**config.mk**
```make
export PLATFORM = sky130hd
export DESIGN_NAME = serial_receiver
export DESIGN_NICKNAME = d
export VERILOG_FILES = /design/src/rtl/serial_pkg.sv /design/src/rtl/rx_out_buffer.sv /design/src/rtl/serial_receiver.sv
export SDC_FILE = /design/constraint.sdc
export NUM_CORES = 1
export LEC_CHECK = 0
export ABC_AREA = 1
export CORE_MARGIN = 4
export CORE_UTILIZATION = 50
export CTS_BUF_LIST = sky130_fd_sc_hd__clkbuf_4
export DETAILED_ROUTE_END_ITERATION = 10
export GPL_ROUTABILITY_DRIVEN = 0
export GPL_TIMING_DRIVEN = 0
export HOLD_SLACK_MARGIN = 0.12
export PLACE_DENSITY_LB_ADDON = 0.1
export SLEW_MARGIN = 0
export SYNTH_ARGS = -nofsm -noshare
export SYNTH_HDL_FRONTEND = slang
export SYNTH_HIERARCHICAL = 1
export SYNTH_SLANG_ARGS = --single-unit
```
**constraint.sdc**
```tcl
create_clock -name Clk -period 2.05 [get_ports Clk]
set_input_delay 0.3075 -clock Clk [delete_from_list [all_inputs] [get_ports Clk]]
set_output_delay 0.3075 -clock Clk [all_outputs]
set_load 0.01 [all_outputs]
```
**src/rtl/serial_pkg.sv**
```systemverilog
// Shared definitions for the serial link: default word width and receiver state encoding.
package serial_pkg;

  localparam int unsigned SERIAL_WIDTH = 32;
  localparam int unsigned CNT_W        = $clog2(SERIAL_WIDTH + 1);

  typedef enum logic [1:0] {
    IDLE   = 2'd0,
    SHIFT  = 2'd1,
    PARITY = 2'd2
  } rx_state_t;

endpackage

```
**src/rtl/rx_out_buffer.sv**
```systemverilog
// Single-entry Valid/Ready holding register with sticky overrun detection.
module rx_out_buffer
  import serial_pkg::*;
#(
  parameter int unsigned WIDTH = SERIAL_WIDTH
) (
  input  logic             clk,
  input  logic             rst_n,
  input  logic             load,
  input  logic [WIDTH-1:0] word,
  input  logic             ready,
  input  logic             clear_err,
  output logic [WIDTH-1:0] data,
  output logic             valid,
  output logic             overrun
);

  logic accept_c;
  logic drop_c;

  // A slot frees up in the same cycle the consumer takes the current word.
  assign accept_c = load && (!valid || ready);
  assign drop_c   = load && valid && !ready;

  always_ff @(posedge clk or negedge rst_n) begin
    if (!rst_n) begin
      data    <= '0;
      valid   <= 1'b0;
      overrun <= 1'b0;
    end else begin
      if (accept_c) begin
        data  <= word;
        valid <= 1'b1;
      end else if (valid && ready) begin
        valid <= 1'b0;
      end
      overrun <= drop_c | (overrun & ~clear_err);
    end
  end

endmodule

```
**src/rtl/serial_receiver.sv**
```systemverilog
// Deserialises a strobed, frame-synced MSB-first bit stream into WIDTH-bit words.
// Define SERIAL_RX_PARITY_EN to expect an even-parity bit after each word (adds ParityErr).
module serial_receiver
  import serial_pkg::*;
#(
  parameter int unsigned WIDTH = SERIAL_WIDTH
) (
  input  logic             Clk,
  input  logic             Reset,
  input  logic             Din,
  input  logic             BitEn,
  input  logic             FrameSync,
  input  logic             RxReady,
  input  logic             ClearErr,
  output logic [WIDTH-1:0] RxData,
  output logic             RxValid,
  output logic             RxBusy,
  output logic             FrameErr,
`ifdef SERIAL_RX_PARITY_EN
  output logic             ParityErr,
`endif
  output logic             Overrun
);

  localparam int unsigned CNT_WIDTH = $clog2(WIDTH + 1);
  localparam bit          ONE_BIT   = (WIDTH == 1);
`ifdef SERIAL_RX_PARITY_EN
  localparam int unsigned SH_W       = WIDTH;
  localparam bit          PAR_EN     = 1'b1;
  localparam rx_state_t   DONE_STATE = PARITY;
`else
  localparam int unsigned SH_W       = (WIDTH > 1) ? WIDTH - 1 : 1;
  localparam bit          PAR_EN     = 1'b0;
  localparam rx_state_t   DONE_STATE = IDLE;
`endif

  rx_state_t            state_q, state_d;
  logic [CNT_WIDTH-1:0] cnt_q, cnt_d;
  logic [SH_W-1:0]      shreg_q, shreg_d;
  logic [WIDTH-1:0]     shifted_c;
  logic [WIDTH-1:0]     word_c;
  logic                 load_c;
  logic                 last_c;
  logic                 frame_err_set_c;
`ifdef SERIAL_RX_PARITY_EN
  logic                 parity_err_set_c;
`endif

  // Without parity only the low WIDTH-1 bits need storing; the incoming bit completes the word.
  if (ONE_BIT) begin : g_one
    assign shifted_c = Din;
  end else begin : g_multi
    assign shifted_c = {shreg_q[WIDTH-2:0], Din};
  end

  assign last_c = (cnt_q == CNT_WIDTH'(WIDTH - 1));

  always_ff @(posedge Clk or negedge Reset) begin
    if (!Reset) state_q <= IDLE;
    else        state_q <= state_d;
  end

  always_comb begin
    state_d = state_q;
    case (state_q)
      IDLE:  if (BitEn && FrameSync) state_d = ONE_BIT ? DONE_STATE : SHIFT;
      SHIFT: if (BitEn && !FrameSync && last_c) state_d = DONE_STATE;
`ifdef SERIAL_RX_PARITY_EN
      PARITY: if (BitEn) state_d = FrameSync ? (ONE_BIT ? PARITY : SHIFT) : IDLE;
`endif
      default: state_d = IDLE;
    endcase
  end

  always_comb begin
    cnt_d           = cnt_q;
    shreg_d         = shreg_q;
    word_c          = shifted_c;
    load_c          = 1'b0;
    frame_err_set_c = 1'b0;
`ifdef SERIAL_RX_PARITY_EN
    parity_err_set_c = 1'b0;
`endif
    case (state_q)
      IDLE: begin
        if (BitEn && FrameSync) begin
          shreg_d = SH_W'(shifted_c);
          cnt_d   = CNT_WIDTH'(ONE_BIT ? 0 : 1);
          load_c  = ONE_BIT && !PAR_EN;
        end
      end
      SHIFT: begin
        if (BitEn) begin
          shreg_d = SH_W'(shifted_c);
          if (FrameSync) begin
            frame_err_set_c = 1'b1;
            cnt_d           = CNT_WIDTH'(1);
          end else if (last_c) begin
            cnt_d  = '0;
            load_c = !PAR_EN;
          end else begin
            cnt_d = cnt_q + CNT_WIDTH'(1);
          end
        end
      end
`ifdef SERIAL_RX_PARITY_EN
      // Word sits in shreg_q until the parity bit arrives.
      PARITY: begin
        if (BitEn) begin
          if (FrameSync) begin
            frame_err_set_c = 1'b1;
            shreg_d         = SH_W'(shifted_c);
            cnt_d           = CNT_WIDTH'(ONE_BIT ? 0 : 1);
          end else begin
            load_c           = 1'b1;
            word_c           = WIDTH'(shreg_q);
            parity_err_set_c = ((^shreg_q) != Din);
            cnt_d            = '0;
          end
        end
      end
`endif
      default: ;
    endcase
  end

  // Datapath and flag registers; a set event outranks ClearErr.
  always_ff @(posedge Clk or negedge Reset) begin
    if (!Reset) begin
      cnt_q    <= '0;
      shreg_q  <= '0;
      RxBusy   <= 1'b0;
      FrameErr <= 1'b0;
    end else begin
      cnt_q    <= cnt_d;
      shreg_q  <= shreg_d;
      RxBusy   <= (state_d == SHIFT);
      FrameErr <= frame_err_set_c | (FrameErr & ~ClearErr);
    end
  end

`ifdef SERIAL_RX_PARITY_EN
  always_ff @(posedge Clk or negedge Reset) begin
    if (!Reset) ParityErr <= 1'b0;
    else        ParityErr <= parity_err_set_c | (ParityErr & ~ClearErr);
  end
`endif

  rx_out_buffer #(
    .WIDTH (WIDTH)
  ) u_out_buffer (
    .clk       (Clk),
    .rst_n     (Reset),
    .load      (load_c),
    .word      (word_c),
    .ready     (RxReady),
    .clear_err (ClearErr),
    .data      (RxData),
    .valid     (RxValid),
    .overrun   (Overrun)
  );

endmodule

```
# Word-level counts from Yosys, hierarchy flattened
# Index checks and enable logic that the tools add are counted.
# classes
n_bitwise,5
addsub,1
n_eq_ne,5
mux,20
reduce_logical,15
# ops
cell,n
$mux W31,2
$pmux W31 S2,1
$mux W6,4
$pmux W6 S2,1
$mux W1,9
$logic_and A1 B1 Y1,7
$add A6 B1 Y6 const B,1
$eq A6 B5 Y1 const B,1
$eq A2 B1 Y1 const B,2
$mux W2,2
$ne A2 B2 Y1 const B,2
$pmux W2 S2,1
$reduce_bool A2 Y1,2
$logic_not A1 Y1,3
$reduce_and A3 Y1,1
$and A1 B1 Y1,2
$logic_not A2 Y1,1
$or A1 B1 Y1,2
$logic_or A1 B1 Y1,1
$not A1 Y1,1
# totals
regBits,75
out_inout_bits,36
wordCells,54

# Logic depth before layout (Yosys ltp)
# depth
ltp_word,8
mapped_depth,10
mapped_depth_nobuf,8

# Cells and area by module
# The synthesis kept the hierarchy.
# by_module_without_submodules
mod,cells_per_inst,instances,seq_area_each_um2,area_each_um2
serial_receiver,183,1,1026.0,1657.8
rx_out_buffer,147,1,850.8,1402.6

# Worst setup path after synthesis
# No wires, ideal clock.
# synth_timing
path_kind,register to register
start,register cnt_q[1]
end,register u_out_buffer.data[22]
arrival_ns,1.378
stages_incl_launch_ff,11
n_path_buf,2
setup_slack_ns,0.556
path_cell_list,dfrtp_1 > ha_1 > nand2_1 > nor2_1 > nand4_1 > nor2_1 > buf_4 > nand2_4 > buf_8 > nand2_2 > nand2_1
# synth_via
elab_chain_cells,6
# synth_rtl
element,line,rtl
"start, declared",serial_receiver.sv:38,"logic [CNT_WIDTH-1:0] cnt_q, cnt_d;"
"start signal, assigned",serial_receiver.sv:135,cnt_q <= cnt_d;
$eq A6 B5 Y1,serial_receiver.sv:56,assign last_c = (cnt_q == CNT_WIDTH'(WIDTH - 1));
$mux W1,serial_receiver.sv:98,end else if (last_c) begin
$mux W1,serial_receiver.sv:95,if (FrameSync) begin
$mux W1,serial_receiver.sv:93,if (BitEn) begin
$mux W1,n/a,
net load_c,serial_receiver.sv:42,logic load_c;
$logic_and A1 B1 Y1,rx_out_buffer.sv:22,assign accept_c = load && (!valid || ready);
"end signal, assigned",rx_out_buffer.sv:32,data <= word;
"end, declared",rx_out_buffer.sv:13,"output logic [WIDTH-1:0] data,"
# The timed path passes the listed nets, and every way through them passes these cells.
# A chain may end at the register's enable or synchronous reset.

# Final worst setup path
# layout_timing
start,register cnt_q[1]
end,register u_out_buffer.data[2]
# The elaborated chain is that of the path after synthesis.

==> metrics <==
n_diodes=0; DR vias/cell=4.89; hold_ws=0.328 ns; clock-pin transition on the worst setup and hold timing paths=0.11 ns; IO buf count=42; register area share after synthesis=0.613; Mapped Cells=330; # clock sinks=75; Total GRT Usage=0.178; setup_tns=0 ns; largest net degree at the start of global routing=53; GRT overflow=0; TritonCTS Buffers=9; Worst IR Drop VDD=0.528 mV; num rows=28; most frequent cells after synthesis=nand2_1 (107), dfrtp_1 (75), nand3_1 (35); max cap viols=0; Crit Path Class=flop to flop; Yosys warnings=6; I/O pin total=43; syn avg cell area=9.27 um2; Pleak=1.89 nW; Root Buffer Master=clkbuf_4; Clock Path Buffers=2; layout cells sized above 1=0.126; Worst Path Arrival=2.13 ns; core footprint=0.00592 mm2; post-synth top area share=0.613; CP Data Required Time=2.40 ns; die width=86.2 um; CTS tree=done; clk_lat worst skew=0.41 ns; synth top area cells=dfrtp_1 (61%), nand2_1 (13%), nand3_1 (5.7%); cts hold-fix bufs=1; status=finished, final reports clean; Distinct cells, synth=21; CP Capture Type=flop; maximum clock frequency=563 MHz; final slew viol count=0; post-synth top area cell=dfrtp_1; via count=2270; Hold Fails Final Rpt=0; Post-CTS Setup Repair Bufs=0; area occupied by multi-input gates=942 um2; CP Max Fanout=10; Routed WL=5900 um; Post-CTS Resized=0; first-pass GRT wire length=10400 um; wire per inst=12.7 um; Cell Area, Synth=0.00306 mm2; Initial Utilization=0.517; DR pass1 iterations=5; final setup vio count=0; startpoint types=flop; Final Skew=0.00971 ns; Final min period=1.78 ns; cell with the most instances after synthesis=nand2_1; worst hold path type=input pin to asynchronous set/reset pin; DPL Wire Length=4130 um; Layout area overhead=21.1%; vias in the first global route=2323; drt first-iter violations=103; Fill cells=543; post-route ant nets=0; syn_nets=338; Post-synth EDFFs=0; Die ar.=0.00744 mm2; # H-tree levels=3; drc violations=0; Die H=86.2 um; Sequential Area=0.00188 mm2; Finished Core Util=0.626; Power Density=792 mW/mm2; Post-synth top flop=dfrtp_1; initial antenna violation count=0; Final Power=2.93 mW; Synth async-reset ratio=1.00; fin crit share=0.867; RSZ-0062 raised after global routing=no; Layout Nets=393; number of synthesized register bits=75
area by class of cell:
cell class / instances / share of cell area
Inverter: 30 / 0.0304
Buffer: 17 / 0.0348
Sequential cell: 75 / 0.506
Multi-Input combinational cell: 208 / 0.254
Timing Repair Buffer: 44 / 0.123
Clock inverter: 5 / 0.00574
Tap cell: 75 / 0.0253
Clock buffer: 10 / 0.0203
critical path, cell delays in order, from the launching register on:
cell     delay (ns)
dfrtp_1        0.39
ha_1           0.22
nand2_1        0.08
nor2_1         0.18
nand4_1        0.13
nor2_1         0.11
buf_4          0.18
buf_2          0.24
nand3_1        0.13
nand2_1        0.08
metrics by stage:
stage	instances	instance area (um2)	setup slack (ns)
global placement	447	3570	-1.91
detailed placement	448	3600	0.303
CTS	464	3710	0.275
floorplan	330	3060	0.556
finish	464	3710	0.272
global route	464	3710	0.0870
kinds of logic after synthesis:
family,share of synthesized area
AND/OR/NAND/NOR,0.240
flip-flops,0.613
buffers and inverters,0.0789
AO/OA/AOI/OAI,0.0630
adder cells (fa/ha/maj),0.00409
other,0.00123
report_power, final:
part	switching [mW]	total [mW]	leakage [nW]	internal (mW)
Sequential	0.156	1.87	1.01	1.71
Combinational	0.211	0.347	0.820	0.136
Clock	0.477	0.718	0.0585	0.241
routing by layer:
layer | part of all wire | wire length (um) | global-route usage
met4 | 0.018 | 104 | 0.0722
met1 | 0.47 | 2750 | 0.235
met5 | 0 | 0 | 0
met3 | 0.046 | 269 | 0.0409
met2 | 0.47 | 2770 | 0.287
sequential cells by signal, summed over array words and instances, names as in the netlist:
signal,count
state_q,2
u_out_buffer/data,32
cnt_q,6
RxBusy,1
u_out_buffer/valid,1
FrameErr,1
shreg_q,31
u_out_buffer/overrun,1
path summary, 6_finish.rpt:
path,end,cells after the start,from,slack (ns)
hold / removal,u_out_buffer/data[16],2,Reset,0.33
setup reg to reg,u_out_buffer/data[2],9,cnt_q[1],0.27
min in group Clk,u_out_buffer/data[15],2,u_out_buffer/data[15],0.48
hold reg to reg,u_out_buffer/data[15],2,u_out_buffer/data[15],0.48
setup / recovery,u_out_buffer/data[2],9,cnt_q[1],0.27
max in group asynchronous,shreg_q[3],3,Reset,1.17
layout by cell type (no fill, tap or decap), types with 2 or more instances in the layout:
cell type,count
buf_6,3
clkinv_2,2
clkbuf_4,10
inv_2,3
o21ai_0,19
buf_2,6
nor2_1,10
nand2_2,11
nand3_1,35
o21ai_1,15
dfrtp_1,75
clkdlybuf4s50_1,41
inv_1,27
nand2_1,107
clkinv_1,3
buf_4,7
o22ai_1,2
a21oi_1,2
nand2_4,3
(Power assumes the default switching activity.)
